--- config.mk ---
export PLATFORM = sky130hd
export DESIGN_NAME = button_pulse_conditioner
export DESIGN_NICKNAME = d
export VERILOG_FILES = /design/src/rtl/button_pulse_conditioner.sv
export SDC_FILE = /design/constraint.sdc
export NUM_CORES = 1
export LEC_CHECK = 0
export CORE_MARGIN = 3
export CORE_UTILIZATION = 40
export CTS_CLUSTER_SIZE = 25
export DETAILED_ROUTE_END_ITERATION = 8
export GPL_TIMING_DRIVEN = 0
export SLEW_MARGIN = 20
export SYNTH_ARGS = -nofsm -noshare
export SYNTH_HDL_FRONTEND = slang
export SYNTH_SLANG_ARGS = --single-unit
--- constraint.sdc ---
create_clock -name clk -period 2.4 [get_ports clk]
set_input_delay 0.24 -clock clk [delete_from_list [all_inputs] [get_ports clk]]
set_output_delay 0.24 -clock clk [all_outputs]
set_load 0.02 [all_outputs]
--- src/rtl/button_pulse_conditioner.sv ---
// button_pulse_conditioner: synchronises and debounces a push button, emitting press/release pulses,
// a debounced level and optional auto-repeat pulses while held.
module button_pulse_conditioner #(
  parameter int SYNC_STAGES     = 2,
  parameter int DEBOUNCE_CYCLES = 500000,
  parameter int REPEAT_EN       = 0,
  parameter int REPEAT_DELAY    = 25000000,
  parameter int REPEAT_PERIOD   = 10000000
) (
  input  logic clk,
  input  logic reset,
  input  logic button_in,
  output logic press_pulse,
  output logic release_pulse,
  output logic button_level,
  output logic repeat_active
);
  localparam int MAX_DR  = (DEBOUNCE_CYCLES > REPEAT_DELAY) ? DEBOUNCE_CYCLES : REPEAT_DELAY;
  localparam int MAX_CYC = (MAX_DR > REPEAT_PERIOD) ? MAX_DR : REPEAT_PERIOD;
  localparam int CW      = $clog2(MAX_CYC) + 1;
  localparam logic [CW-1:0] DEB_LAST = CW'(DEBOUNCE_CYCLES - 1);
  localparam logic [CW-1:0] DLY_LAST = CW'(REPEAT_DELAY - 1);
  localparam logic [CW-1:0] PER_LAST = CW'(REPEAT_PERIOD - 1);
  localparam logic [CW-1:0] ONE      = CW'(1);
  localparam logic [2:0] IDLE        = 3'd0;
  localparam logic [2:0] DEB_PRESS   = 3'd1;
  localparam logic [2:0] PRESSED     = 3'd2;
  localparam logic [2:0] REPEAT      = 3'd3;
  localparam logic [2:0] DEB_RELEASE = 3'd4;
  logic [SYNC_STAGES-1:0] sync;
  logic                   btn_s;
  logic [2:0]             state, state_n;
  logic [CW-1:0]          cnt, cnt_n, cnt_inc;
  logic                   press_n, release_n;
  assign btn_s   = sync[SYNC_STAGES-1];
  // saturating increment so a long hold without repeat never wraps
  assign cnt_inc = &cnt ? cnt : cnt + ONE;
  always_comb begin
    state_n   = state;
    cnt_n     = cnt_inc;
    press_n   = 1'b0;
    release_n = 1'b0;
    case (state)
      IDLE: begin
        state_n = btn_s ? DEB_PRESS : IDLE;
        cnt_n   = btn_s ? ONE : '0;
      end
      DEB_PRESS:
        if (!btn_s) begin
          state_n = IDLE;
          cnt_n   = '0;
        end else if (cnt == DEB_LAST) begin
          state_n = PRESSED;
          cnt_n   = '0;
          press_n = 1'b1;
        end
      PRESSED:
        if (!btn_s) begin
          state_n = DEB_RELEASE;
          cnt_n   = ONE;
        end else if (REPEAT_EN != 0 && cnt == DLY_LAST) begin
          state_n = REPEAT;
          cnt_n   = '0;
          press_n = 1'b1;
        end
      REPEAT:
        if (!btn_s) begin
          state_n = DEB_RELEASE;
          cnt_n   = ONE;
        end else if (cnt == PER_LAST) begin
          cnt_n   = '0;
          press_n = 1'b1;
        end
      DEB_RELEASE:
        if (btn_s) begin
          state_n = PRESSED;
          cnt_n   = '0;
        end else if (cnt == DEB_LAST) begin
          state_n   = IDLE;
          cnt_n     = '0;
          release_n = 1'b1;
        end
      default: begin
        state_n = IDLE;
        cnt_n   = '0;
      end
    endcase
  end
  always_ff @(posedge clk or posedge reset) begin
    if (reset) begin
      sync          <= '0;
      state         <= IDLE;
      cnt           <= '0;
      press_pulse   <= 1'b0;
      release_pulse <= 1'b0;
      button_level  <= 1'b0;
      repeat_active <= 1'b0;
    end else begin
      sync          <= {sync[SYNC_STAGES-2:0], button_in};
      state         <= state_n;
      cnt           <= cnt_n;
      press_pulse   <= press_n;
      release_pulse <= release_n;
      button_level  <= state_n == PRESSED || state_n == REPEAT || state_n == DEB_RELEASE;
      repeat_active <= state_n == REPEAT;
    end
  end
endmodule

# [After elaboration in Yosys (flattened, before gate mapping)]
# Index checks and enable logic that the tools add are counted.
[classes] n_addsub=1 n_mux=23 reduce_logical=5 n_eq_ne=9
[op_table] op="2-to-1 mux 26 bit" n=7
[op_table] op="one-hot mux 26 bit (5 select lines)" n=1
[op_table] op="adder 26 x 1 -> 26 bit (second input constant)" n=1
[op_table] op="equality test 26 x 19 -> 1 bit (second input constant)" n=1
[op_table] op="equality test 26 x 24 -> 1 bit (second input constant)" n=1
[op_table] op="AND reduction 26 bit" n=1
[op_table] op="2-to-1 mux 3 bit" n=5
[op_table] op="equality test 3 x 2 -> 1 bit (second input constant)" n=4
[op_table] op="one-hot mux 3 bit (4 select lines)" n=1
[op_table] op="2-to-1 mux 1 bit" n=8
[op_table] op="equality test 3 bit (second input constant)" n=2
[op_table] op="equality test 3 x 1 -> 1 bit (second input constant)" n=1
[op_table] op="zero test 3 bit" n=1
[op_table] op="logical OR 1 bit" n=2
[op_table] op="one-hot mux 1 bit (2 select lines)" n=1
[op_table] op="OR reduction 2 bit" n=1
[totals] in_bits=3 regBits=35 word_cells=45 output_inout_bits=4

# [Logic depth before layout (Yosys ltp)]
[depth] word_depth=7 mapped_depth=7 depth_no_buf=6

# [Worst setup path after synthesis]
# Ideal clock, no wire load.
[synth_timing] path_type="register -> register" from="reg cnt[0]" to="reg cnt[0]" setup_time_ps=121 n_path_buf=1 synth_period_minus_slack_ps=2088 required_time_ps=2279 stages_incl_launch_ff=8 setup_slack_ps=312 arrival_time_ps=1966 path_cell_list="dfrtp_1 > ha_1 > nand4_1 > or4_1 > buf_2 > or2_4 > xor2_1 > o22a_1"
[synth_via] elab_chain_len=5 elab_cells_between_ends=12 classes_between="add/sub: 1; eq/ne: 2; mux: 8; reduce/logical: 1"
[synth_lines] element="start, declared" line="33" rtl="logic [CW-1:0] cnt, cnt_n, cnt_inc;"
[synth_lines] element="start signal, assigned" line="101" rtl="cnt <= cnt_n;"
[synth_lines] element="adder 26 x 1 -> 26 bit or AND reduction 26 bit (tied branches)" line="37" rtl="assign cnt_inc = &cnt ? cnt : cnt + ONE;"
[synth_lines] element="2-to-1 mux 26 bit" line="37"
[synth_lines] element="2-to-1 mux 26 bit (on tied branches)" line="52, 78, 70"
[synth_lines] element="2-to-1 mux 26 bit (on tied branches)" line="75, 49, 67"
[synth_lines] element="one-hot mux 26 bit (5 select lines) *" line="43" rtl="case (state)"
[synth_lines] element="named net cnt_n[0]" line="33"
# Mark *: on every way through the listed nets, which the timed path passes. The rest lies on a longest branch.

# [Worst setup path after layout]
# Same ends and word-level chain as after synthesis.

==> run_results.csv <==
group,metric,value,unit
setup_path,rrSetupSlack,120,ps
cells_and_area,diodes,0,
grt,grt_max_degree,36,
synth,ys_types,44,
synth,synthFlopType,"dfrtp_1",
timing,clock_skew,6.375,ps
routing,routedWlPerCell,14.94,um
clock_network,cts_hold_buf,0,
timing,hold_violations,0,
synth,ys_ff_latch,35,
clock_network,htreeDepth,2,
setup_path,critPathSlowestCell,"or4_1",
setup_path,cp_cell_sequence,"ha_2 -> nand4_1 -> or4_1 -> buf_2 -> or2_4 -> xor2_1 -> o22a_1",
flow_run,maxCapViolCount,0,
setup_path,r2r-end,"cnt[0]",
timing,setup_viol,0,
routing,drcViolationCount,0,
synth,synth_top_area_share,44.93,%
synth,synth_most_common_cell,"dfrtp_1",
synth,async_flop_share,100.0,%
placed_design,place.gp.congestion,0.8274,
cells_and_area,final_core_util,47.90,%
floorplan,die_x,75.81,um
synth,synth_edf_count,0,
timing,slew_headroom,50.75,%
setup_path,reg2reg_depth,7,
setup_path,crit_type,"reg -> reg",
setup_path,required,2570,ps
cells_and_area,syn_to_final_growth,11.42,%
setup_path,critPathMaxFanout,10,
run_status,status,"finished clean",
clock_network,clockRootBuffer,"clkbuf_8",
clock_network,insertion_delay,280,ps
hold_path,hp-class,"reg -> reg",
clock_network,numCtsBuffers,5,
setup_path,cp-start-kind,"flip-flop",
placed_design,portBuffers,6,
timing,slew_viol_final,0,
clock_network,post_cts_buffers,0,
routing,drt_iter0_drc,98,
routing,postRouteAntennaNets,0,
floorplan,io_pins,7,
grt,antenna_found_initial,0,
clock_network,clk_pin_slew,60,ps
synth,synth.yosys.seq_area_share,44.93,%
pwr,ir_drop,0.3848,mV
placed_design,placed_area,2091,um2
pwr,powerDensity,475.0,nW/um2
synth,yosysWarnings,0,
grt,grt_pass1_wl,7521,um
cells_and_area,drive_gt1_share,9.459,%
routing,routed_wl,4288,um
timing,worst_pin_slew,737.7,ps
setup_path,r2r_start,"cnt[0]",
timing,finalCritPeriodShare,94.90,%
synth,syn-num-nets,214,
floorplan,dieArea,5747,um2
routing,via_count,1598,
clock_network,cts_sinks,35,
synth,synthTopCellsByArea,"dfrtp_1, xor2_1, nor2_1",
floorplan,die_h,75.81,um
synth,yosys-top-cells-count,"dfrtp_1, nor2_1, xor2_1",
clock_network,cts_buffer_depth,2,
cells_and_area,fin_nets,227,
timing,grt_setup_unrepaired,"true",
setup_path,crit_path_end_kind,"flip-flop",
synth,yosysTopAreaCell,"dfrtp_1",
timing,fmax,439.1,MHz
placed_design,hpwl,2958,um
setup_path,path_buf_inv,1,
synth,avgSynthCellArea,9.283,um2
cells_and_area,fillers,445,
setup_path,crit_start,"cnt[0]",
synth,syn_inst,210,
routing,via_per_inst,5.568,
timing,period_needed,2278,ps
routing,first_pass_iters,6,
setup_path,cp.depth,7,
floorplan,core,4534,um2
grt,grtUsageTotal,17.54,%
synth,syn_area,1949,um2
grt,grt_pass1_vias,1551,
clock_network,cts_tree,"done",
setup_path,cp.arrival,2440,ps
setup_path,crit_end,"cnt[0]",
setup_path,slowest_delay,540,ps
floorplan,start_util,42.99,%
cells_and_area,stdcell_area,2172,um2
floorplan,row_count,24,
setup_path,crit_family,"simple AND/OR/NAND/NOR gates",
grt,gr-total-overflow,0,
pwr,cellLeakagePower,0.8494,nW
clock_network,cts_resized,0,
state kept, by name (all words and copies together), names as in the netlist:
signal,cells
cnt,26
state,3
sync,2
button_level,1
press_pulse,1
release_pulse,1
repeat_active,1
cell families (layout without fill, tap and decap cells):
| logic type | count (synthesis) | after routing | synth area share, % |
|---|---|---|---|
| compound gates | 40 | 40 | 13.93 |
| simple gates | 101 | 101 | 29.01 |
| fa+ha+maj | 1 | 1 | 0.6417 |
| buf+inv | 15 | 27 | 3.273 |
| mux | 2 | 2 | 1.027 |
| xor+xnor | 16 | 16 | 7.188 |
| flops | 35 | 35 | 44.93 |
cells in the final DEF, fill, tap and decap left out, types with 2 or more instances in the layout:
cell             synthesis  final
clkbuf_1                 5      6
buf_2                    5      5
clkdlybuf4s50_1          0      6
o2111ai_1                4      4
mux2i_1                  2      2
inv_1                    4      3
and4_1                   4      4
nor4b_1                  3      2
nor2_1                  28     28
nor4_1                   6      6
o211ai_1                 3      3
a21oi_1                  8      8
clkbuf_8                 0      5
xor2_1                  16     16
nand3_1                  6      6
nor3_1                   6      6
a211oi_1                 3      3
dfrtp_1                 35     35
and3_1                   7      7
o31ai_1                  2      2
o21ai_0                  7      7
or4_1                    4      4
or3_1                    2      2
a31oi_1                  4      4
nand2_1                 11     11
o21bai_1                 2      2
nand4_1                 11     11
and2_1                   4      4
worst register-to-register path: stages (launching register included):
cell and delay [ps]:
dfrtp_1 380, ha_2 230, nand4_1 180, or4_1 540, buf_2 200, or2_4 290
xor2_1 150, o22a_1 200
final cells by class:
| cell class | instances | area, um2 | share of cell area [%] |
|---|---|---|---|
| inverter | 4 | 15.01 | 0.6912 |
| buffer | 11 | 48.80 | 2.247 |
| multi-input combinational | 160 | 1018 | 46.89 |
| sequential | 35 | 875.8 | 40.32 |
| clock buffer | 6 | 72.57 | 3.341 |
| timing repair buffer | 6 | 60.06 | 2.765 |
| tap | 65 | 81.33 | 3.744 |
worst min-delay path by stage:
stage                     startpoint  endpoint  slack (ps)  cells after the start
final                        sync[0]   sync[1]         350                      0
after global routing         sync[0]   sync[1]         360                      0
after CTS                    sync[0]   sync[1]         360                      0
after detailed placement     sync[0]   sync[1]         340                      0
after global placement       sync[0]   sync[1]         340                      0
after floorplan            button_in   sync[0]         270                      0
power by group:
part / internal, W / switching (W)
combinational: 0.0000149 / 0.0000317
clock: 0.000193 / 0.000191
sequential: 0.000596 / 0.00000534
total: 0.000804 / 0.000228
per-stage QoR:
step	TNS [ps]	hold WS (ps)	total power, W	setup slack, ps	std cells
3_3_place_gp	0	335.2	0.0006590	137.7	281
4_1_cts	0	358.7	0.001052	99.28	287
6_report	0	354.0	0.001032	122.4	287
2_1_floorplan	0	271.4	0.0006442	312.4	210
5_1_grt	-17.03	359.7	0.001080	-17.03	287
3_5_place_dp	0	344.4	0.0006590	105.9	281
routing by layer:
metal | vias up | share of wire, % | GRT usage (%)
li1 | 805 | - | -
met1 | 751 | 50 | 24.40
met2 | 35 | 43 | 25.57
met3 | 7 | 4.6 | 4.485
met4 | 0 | 2.2 | 7.961
met5 | - | 0 | 0
Power figures use the tool's default switching activity.
